File: src/rtl/regfile_dump_pkg.sv
// Shared types and default widths for the register-file dump unit.
package regfile_dump_pkg;

  localparam int REG_SELECT_WIDTH = 3;
  localparam int DATA_WIDTH       = 32;

  typedef enum logic [1:0] {
    IDLE = 2'd0,
    READ = 2'd1,
    HOLD = 2'd2,
    DONE = 2'd3
  } state_e;

endpackage

File: src/rtl/regfile_dump_unit.sv
// Walks every register through one read port and streams {index, value}
// over valid/ready while summing accepted words into a checksum.
module regfile_dump_unit #(
  parameter int REG_SELECT_WIDTH = regfile_dump_pkg::REG_SELECT_WIDTH,
  parameter int DATA_WIDTH       = regfile_dump_pkg::DATA_WIDTH
) (
  input  logic                        Clk,
  input  logic                        Reset,
  input  logic                        Start,
  input  logic                        Abort,
  output logic [REG_SELECT_WIDTH-1:0] ReadSelect,
  input  logic [DATA_WIDTH-1:0]       ReadData,
  output logic [DATA_WIDTH-1:0]       OutData,
  output logic [REG_SELECT_WIDTH-1:0] OutIndex,
  output logic                        OutValid,
  input  logic                        OutReady,
  output logic                        Busy,
  output logic                        Done,
  output logic [DATA_WIDTH-1:0]       Checksum
);

  import regfile_dump_pkg::*;

  state_e                      state_q, state_d;
  logic [REG_SELECT_WIDTH-1:0] sel_q, sel_d;
  logic [REG_SELECT_WIDTH-1:0] idx_q, idx_d;
  logic [DATA_WIDTH-1:0]       data_q, data_d;
  logic [DATA_WIDTH-1:0]       sum_q, sum_d;
  logic                        valid_q, valid_d;
  logic                        hs;
  logic                        last;

  assign hs   = valid_q & OutReady;
  assign last = &idx_q;

  always_comb begin
    state_d = state_q;
    sel_d   = sel_q;
    idx_d   = idx_q;
    data_d  = data_q;
    sum_d   = sum_q;
    valid_d = valid_q;
    unique case (state_q)
      IDLE: begin
        if (Start && !Abort) begin
          state_d = READ;
          sel_d   = '0;
          sum_d   = '0;
        end
      end
      READ: begin
        if (Abort) begin
          state_d = IDLE;
          valid_d = 1'b0;
        end else begin
          data_d  = ReadData;
          idx_d   = sel_q;
          valid_d = 1'b1;
          state_d = HOLD;
        end
      end
      HOLD: begin
        // An accepted word counts even when Abort lands on the same edge
        if (hs) sum_d = sum_q + data_q;
        if (Abort) begin
          state_d = IDLE;
          valid_d = 1'b0;
        end else if (hs) begin
          valid_d = 1'b0;
          if (last) begin
            state_d = DONE;
          end else begin
            sel_d   = sel_q + 1'b1;
            state_d = READ;
          end
        end
      end
      DONE: begin
        state_d = IDLE;
        valid_d = 1'b0;
      end
      default: state_d = IDLE;
    endcase
  end

  always_ff @(posedge Clk) begin
    if (!Reset) begin
      state_q <= IDLE;
      sel_q   <= '0;
      idx_q   <= '0;
      data_q  <= '0;
      sum_q   <= '0;
      valid_q <= 1'b0;
    end else begin
      state_q <= state_d;
      sel_q   <= sel_d;
      idx_q   <= idx_d;
      data_q  <= data_d;
      sum_q   <= sum_d;
      valid_q <= valid_d;
    end
  end

  assign ReadSelect = sel_q;
  assign OutIndex   = idx_q;
  assign OutData    = data_q;
  assign OutValid   = valid_q;
  assign Checksum   = sum_q;
  assign Busy       = (state_q != IDLE);
  assign Done       = (state_q == DONE);

endmodule

File: config.mk
export PLATFORM = sky130hd
export DESIGN_NAME = regfile_dump_unit
export DESIGN_NICKNAME = d
export VERILOG_FILES = /design/src/rtl/regfile_dump_pkg.sv /design/src/rtl/regfile_dump_unit.sv
export SDC_FILE = /design/constraint.sdc
export NUM_CORES = 1
export LEC_CHECK = 0
export BUFFER_PORTS_ARGS = -buffer_cell sky130_fd_sc_hd__buf_4
export CAP_MARGIN = 20
export CORE_MARGIN = 2
export CORE_UTILIZATION = 48
export CTS_BUF_LIST = sky130_fd_sc_hd__clkbuf_2
export DETAILED_ROUTE_END_ITERATION = 8
export PLACE_DENSITY_LB_ADDON = 0.3
export SLEW_MARGIN = 40
export SYNTH_ARGS = -nofsm -noshare
export SYNTH_HDL_FRONTEND = slang
export SYNTH_SLANG_ARGS = --single-unit
File: constraint.sdc
create_clock -name Clk -period 5.11 [get_ports Clk]
set_clock_uncertainty 0.2 [all_clocks]
set_input_delay 0.511 -clock Clk [delete_from_list [all_inputs] [get_ports Clk]]
set_output_delay 0.511 -clock Clk [all_outputs]
set_load 0.05 [all_outputs]
### Word-level counts from Yosys, hierarchy flattened

Cells that the tools add are included.

| operators by class | value |
|---|---|
| add/subtract/negate cells | 2 |
| multipliers | 0 |
| div/mod/pow operators | 0 |
| magnitude comparators | 0 |
| eq/ne operators | 8 |
| shifts and indexed selects | 0 |
| muxes and demuxes | 18 |
| bitwise gates (word level) | 2 |
| reduce and logical (&&, ||, !) cells | 12 |

Operators with widths:

| operator | count |
|---|---|
| $mux 32 | 2 |
| $pmux 32 s2 | 1 |
| $add 32x32->32 | 1 |
| $mux 3 | 4 |
| $mux 2 | 5 |
| $ne 2x2->1 const B | 4 |
| $pmux 2 s4 | 1 |
| $pmux 3 s2 | 1 |
| $reduce_and 2->1 | 3 |
| $reduce_and 3->1 | 2 |
| $reduce_and 5->1 | 1 |
| $eq 2x2->1 const B | 2 |
| $reduce_bool 2->1 | 2 |
| $add 3x1->3 const B | 1 |
| $mux 1 | 3 |
| $ne 3x3->1 const B | 1 |
| $pmux 1 s3 | 1 |
| $reduce_bool 3->1 | 1 |
| $eq 2x1->1 const B | 1 |
| $logic_not 2->1 | 1 |
| $and 1x1->1 | 1 |
| $logic_and 1x1->1 | 1 |
| $logic_not 1->1 | 1 |
| $not 1->1 | 1 |

| storage, ports and cells | value |
|---|---|
| register bits after elaboration | 73 |
| latch bits | 0 |
| RAM bits | 0 |
| bits in read-only memories | 0 |
| bits of input ports | 37 |
| output and inout bits | 73 |
| memories | 0 |

### Logic depth before layout (Yosys ltp)

| depth | value |
|---|---|
| depth after elaboration | 5 |
| mapped depth | 12 |
| mapped depth without buffers | 12 |

### Worst setup path after synthesis

OpenSTA, ideal clock, no wires.

| timing | value |
|---|---|
| path type | reg2reg |
| start point | register sum_q[0] (netlist: Checksum[0]) |
| end point | register sum_q[24] (netlist: Checksum[24]) |
| setup time | 0.117 ns |
| data arrival time | 2.698 ns |
| path slack | 2.094 ns |
| stages on the path, launching flop included | 13 |
| period minus slack after synthesis | 3.016 ns |
| cell sequence | dfxtp_1 -> ha_1 -> inv_1 -> fa_1 -> nor2b_1 -> o21a_1 -> o21ai_2 -> a31oi_1 -> a21oi_2 -> a31o_2 -> a21boi_1 -> o21ai_0 -> a32o_1 |

| between the ends | value |
|---|---|
| cells in the longest elaborated chain, start to end | 3 |

Ends and longest elaborated chain:

| item | RTL line | RTL |
|---|---|---|
| start: declaration | regfile_dump_unit.sv:28 | `logic [DATA_WIDTH-1:0] sum_q, sum_d;` |
| start signal: assignment | regfile_dump_unit.sv:99 | `sum_q <= sum_d;` |
| $add 32x32->32 | regfile_dump_unit.sv:64 | `if (hs) sum_d = sum_q + data_q;` |
| $mux 32 | regfile_dump_unit.sv:64 |  |
| $pmux 32 s2 | regfile_dump_unit.sv:43 | `unique case (state_q)` |

Every way passes these cells. The select of a mux whose other input is x is not followed.
A chain may end at the register's enable or synchronous reset.

### Worst setup path in the final report

| timing | value |
|---|---|
| start point | register data_q[0] (netlist: OutData[0]) |
| end point | register sum_q[24] (netlist: Checksum[24]) |

| between the ends | value |
|---|---|
| cells in the longest elaborated chain, start to end | 3 |

Ends and longest elaborated chain:

| item | RTL line | RTL |
|---|---|---|
| start: declaration | regfile_dump_unit.sv:27 | `logic [DATA_WIDTH-1:0] data_q, data_d;` |
| start signal: assignment | regfile_dump_unit.sv:98 | `data_q <= data_d;` |
| $add 32x32->32 | regfile_dump_unit.sv:64 |  |
| $mux 32 | regfile_dump_unit.sv:64 |  |
| $pmux 32 s2 | regfile_dump_unit.sv:43 |  |

Every way passes these cells. The select of a mux whose other input is x is not followed.

==> impl_metrics.prom <==
# TYPE chip_impl_metric gauge
chip_impl_info{name="run_status",value="complete, no violations"} 1
chip_impl_metric{name="timing_worst_slew_pin_value",unit="ns"} 0.6287
chip_impl_metric{name="design.portCount",unit=""} 110
chip_impl_metric{name="grt_first_pass_wirelength",unit="microns"} 18860
chip_impl_info{name="hp-class",value="input port to register"} 1
chip_impl_metric{name="core-area",unit="sq mm"} 0.008806
chip_impl_info{name="synthTopCellsByArea",value="dfxtp_1 (33%), nand2_1 (9.6%), ha_1 (9.1%), a21boi_0 (6.3%), a21oi_1 (3.6%)"} 1
chip_impl_info{name="cts_root_buf",value="clkbuf_2"} 1
chip_impl_metric{name="drtPass1Iterations",unit=""} 4
chip_impl_metric{name="cts_num_sinks",unit=""} 73
chip_impl_metric{name="detailedRoute.firstIterationViolations",unit=""} 120
chip_impl_metric{name="die-width",unit="microns"} 99.74
chip_impl_metric{name="synth_warnings",unit=""} 0
chip_impl_metric{name="overflow",unit=""} 0
chip_impl_metric{name="power_density",unit="mW/mm^2"} 187.1
chip_impl_metric{name="drc",unit=""} 0
chip_impl_info{name="layout_common_cells",value="buf_4 (113), nand2_1 (112), dfxtp_1 (73), a21boi_0 (37)"} 1
chip_impl_metric{name="critical_path_required",unit="ns"} 5.34
chip_impl_info{name="critical_path.startpoint_type",value="register"} 1
chip_impl_metric{name="initial_utilization",unit="%"} 49.96
chip_impl_metric{name="worst-path-max-fanout",unit=""} 4
chip_impl_metric{name="yosysTopAreaCellShare",unit="%"} 33.22
chip_impl_metric{name="post_drt_via_cell_ratio",unit=""} 5.538
chip_impl_metric{name="finalHoldViolations",unit=""} 0
chip_impl_metric{name="report.final.slew_viol_count",unit=""} 0
chip_impl_metric{name="cts_hold_buf",unit=""} 3
chip_impl_metric{name="worst_path_setup_slack_after_routing",unit="ns"} 2.118
chip_impl_metric{name="gpl.final_weighted_congestion",unit=""} 0.8873
chip_impl_metric{name="row_count",unit=""} 34
chip_impl_metric{name="maxCapViolations",unit=""} 0
chip_impl_metric{name="yosys.area_share.adder",unit="%"} 9.556
chip_impl_metric{name="first_global_vias",unit=""} 4067
chip_impl_info{name="maxUsedRoutingLayer",value="met4"} 1
chip_impl_metric{name="final_report_setup_violation_count",unit=""} 0
chip_impl_metric{name="postSynthAreaPerCell",unit="sq um"} 8.087
chip_impl_metric{name="ir_worst_vdd",unit="V"} 0.0001056
chip_impl_metric{name="gr-usage-all-layers",unit="%"} 23.01
chip_impl_metric{name="antenna_violating_nets_post_route",unit=""} 0
chip_impl_metric{name="dr_wl_met2",unit="microns"} 5382
chip_impl_metric{name="wl_met1",unit="microns"} 5157
chip_impl_info{name="layout_commonest_cell",value="buf_4"} 1
chip_impl_metric{name="synth.distinct_cells",unit=""} 65
chip_impl_metric{name="antenna_found_initial",unit=""} 0
chip_impl_metric{name="insertion_delay",unit="ns"} 0.51
chip_impl_metric{name="die_area",unit="sq mm"} 0.009947
chip_impl_metric{name="power.leakage",unit="nW"} 2.346
chip_impl_info{name="synth_top_family_by_area",value="compound AO/OA/AOI/OAI gates"} 1
chip_impl_metric{name="ctsLongestPathBuffers",unit=""} 2
chip_impl_metric{name="synth_xor_xnor_area_share",unit="%"} 4.778
chip_impl_metric{name="route.detailed.wl_per_inst",unit="microns"} 14.94
chip_impl_metric{name="areaGrowthSynthToFinish",unit="%"} 22.87
chip_impl_metric{name="dp_hpwl",unit="microns"} 8145
chip_impl_metric{name="drive_gt1_share",unit="%"} 22.41
chip_impl_info{name="setup_repair_after_global_routing_missed_its_margin",value="false"} 1
chip_impl_metric{name="yosys-mux-area-fraction",unit="%"} 0.4551
chip_impl_info{name="timing_worst_setup_path_type",value="register to register"} 1
chip_impl_metric{name="timing.fmax",unit="MHz"} 334.2
chip_impl_metric{name="yosys_register_bits",unit=""} 73
chip_impl_metric{name="synth.cell_area",unit="sq mm"} 0.004399
chip_impl_info{name="critPathCaptureType",value="register"} 1
chip_impl_metric{name="cts.reportedPaths.clkPinSlew",unit="ns"} 0.20
chip_impl_metric{name="grt_start_max_net_pins",unit=""} 62
chip_impl_metric{name="cts_htree_levels",unit=""} 3
chip_impl_metric{name="seq_area_frac_synth",unit="%"} 33.22
chip_impl_metric{name="place.port_buffers",unit=""} 109
chip_impl_metric{name="synth_cells",unit=""} 544
chip_impl_metric{name="worst_slew_margin_rel",unit="%"} 58.04
chip_impl_metric{name="fraction_of_the_mapped_netlist_area_in_compound_gates",unit="%"} 24.69
chip_impl_metric{name="cts-resized-gates",unit=""} 0
chip_impl_metric{name="chipHeight",unit="microns"} 99.74
chip_impl_metric{name="place_ws",unit="ns"} 2.174
chip_impl_metric{name="final_min_period_over_clock_period",unit="%"} 58.55
chip_impl_metric{name="number_of_diodes_added_for_antenna_fixing",unit=""} 0
chip_impl_metric{name="synth_nets",unit=""} 614
chip_impl_metric{name="dr_wl_met3",unit="microns"} 588
chip_impl_metric{name="num_vias",unit=""} 4181
chip_impl_metric{name="synth_edf_count",unit=""} 0
chip_impl_info{name="yosys_most_used_dff",value="dfxtp_1"} 1
chip_impl_metric{name="layout.nets",unit=""} 713
chip_impl_info{name="synth_top_cell_by_area",value="dfxtp_1"} 1
chip_impl_info{name="tritoncts",value="done"} 1
chip_impl_metric{name="cts_made_buffers",unit=""} 9
chip_impl_metric{name="setup_total_negative_slack",unit="ns"} 0
chip_impl_metric{name="postSynth.asyncResetShare",unit="%"} 0
chip_impl_metric{name="fillerInstances",unit=""} 814
chip_impl_metric{name="period_minus_slack",unit="ns"} 2.992
chip_impl_metric{name="critPathArrivalTime",unit="ns"} 3.22
chip_impl_metric{name="finalWirelength",unit="microns"} 11280
chip_impl_metric{name="cts.repair_timing.setup_buffer_count",unit=""} 0
chip_impl_metric{name="synth_simple_gate_area_share",unit="%"} 23.83
critical path, stage by stage (launching register included):
cell      delay, ns
dfxtp_1        0.42
ha_1           0.20
inv_1          0.06
fa_1           0.39
nor2b_1        0.17
o21a_1         0.16
o21ai_2        0.08
a31oi_1        0.30
a21oi_2        0.12
a31o_2         0.29
a21boi_1       0.16
o21ai_0        0.11
a32o_1         0.27
flip-flops by register name, summed over array words and instances (netlist names):
| name | cells |
|---|---|
| OutValid | 1 |
| state_q | 2 |
| ReadSelect | 3 |
| OutIndex | 3 |
| OutData | 32 |
| Checksum | 32 |
metal layers:
| layer | track usage, % | up-vias |
|---|---|---|
| met2 | 39.24 | 117 |
| met4 | 8.641 | 0 |
| met3 | 4.006 | 15 |
| met5 | 0 | - |
| li1 | - | 2115 |
| met1 | 29.04 | 1934 |
logic make-up (layout without fill, tap and decap cells):
| group | Yosys count | after routing |
|---|---|---|
| fa+ha+maj | 33 | 33 |
| buf+inv | 40 | 143 |
| flops | 73 | 73 |
| simple gates | 217 | 217 |
| xor+xnor | 24 | 24 |
| mux | 2 | 2 |
| compound gates | 155 | 155 |
where the power goes:
group          switching [W]  total [W]  internal [W]
sequential        0.00000792   0.000586      0.000578
combinational      0.0000677   0.000116     0.0000480
clock               0.000202   0.000310      0.000108
total               0.000278    0.00101      0.000734
cells in the mapped netlist, types with 2 or more instances:
| master | n |
|---|---|
| a21o_1 | 9 |
| inv_1 | 12 |
| a32o_1 | 2 |
| a41oi_1 | 2 |
| o31ai_1 | 2 |
| a21oi_2 | 2 |
| mux2i_1 | 2 |
| a21oi_1 | 32 |
| xnor2_1 | 12 |
| nor2b_1 | 20 |
| nand4_1 | 3 |
| ha_1 | 32 |
| nand2_1 | 112 |
| nor4b_1 | 2 |
| nand3b_1 | 2 |
| nand2b_1 | 7 |
| a22oi_1 | 12 |
| o31a_1 | 2 |
| dfxtp_1 | 73 |
| nor3b_1 | 4 |
| buf_2 | 2 |
| nand3_1 | 18 |
| xor2_1 | 12 |
| or3b_2 | 2 |
| and3_1 | 3 |
| and2_1 | 5 |
| a21boi_0 | 37 |
| nor2_1 | 19 |
| nor3_1 | 5 |
| clkbuf_1 | 25 |
| a31oi_1 | 7 |
| o21ai_0 | 19 |
| o21ai_1 | 6 |
| o21bai_1 | 2 |
| or3_1 | 3 |
| a211oi_1 | 2 |
| o21a_1 | 5 |
path summary, 6_finish.rpt:
path / endpoint / slack, ns / startpoint / cells past startpoint
setup / recovery: Checksum[24] / 2.12 / OutData[0] / 12
hold / removal: OutData[4] / 0.03 / ReadData[4] / 3
setup reg to reg: Checksum[24] / 2.12 / OutData[0] / 12
hold reg to reg: OutData[6] / 0.30 / OutData[6] / 2
per-stage QoR:
step / area [sq um] / util (%) / power, W / std cells / hold WS, ns
3_5_place_dp: 5278 / 59.93 / 0.0007114 / 737 / 0.2780
2_1_floorplan: 4399 / - / 0.0006641 / 544 / 0.3097
4_1_cts: 5405 / 61.38 / 0.001020 / 755 / 0.0006330
3_3_place_gp: 5278 / 59.93 / 0.0007090 / 737 / 0.2601
6_report: 5405 / 61.38 / 0.001011 / 755 / 0.03055
5_1_grt: 5405 / 61.38 / 0.001050 / 755 / 0.01599
layout make-up:
cell class	instances	area, sq um	area share (%)
Multi-Input combinational cell	431	2788	51.57
Sequential cell	73	1461	27.04
Timing Repair Buffer	116	878.3	16.25
Tap cell	108	135.1	2.500
Clock buffer	10	50.05	0.9259
Clock inverter	5	47.55	0.8796
Inverter	12	45.04	0.8333
Note: power is estimated with default switching activity, not from simulation.
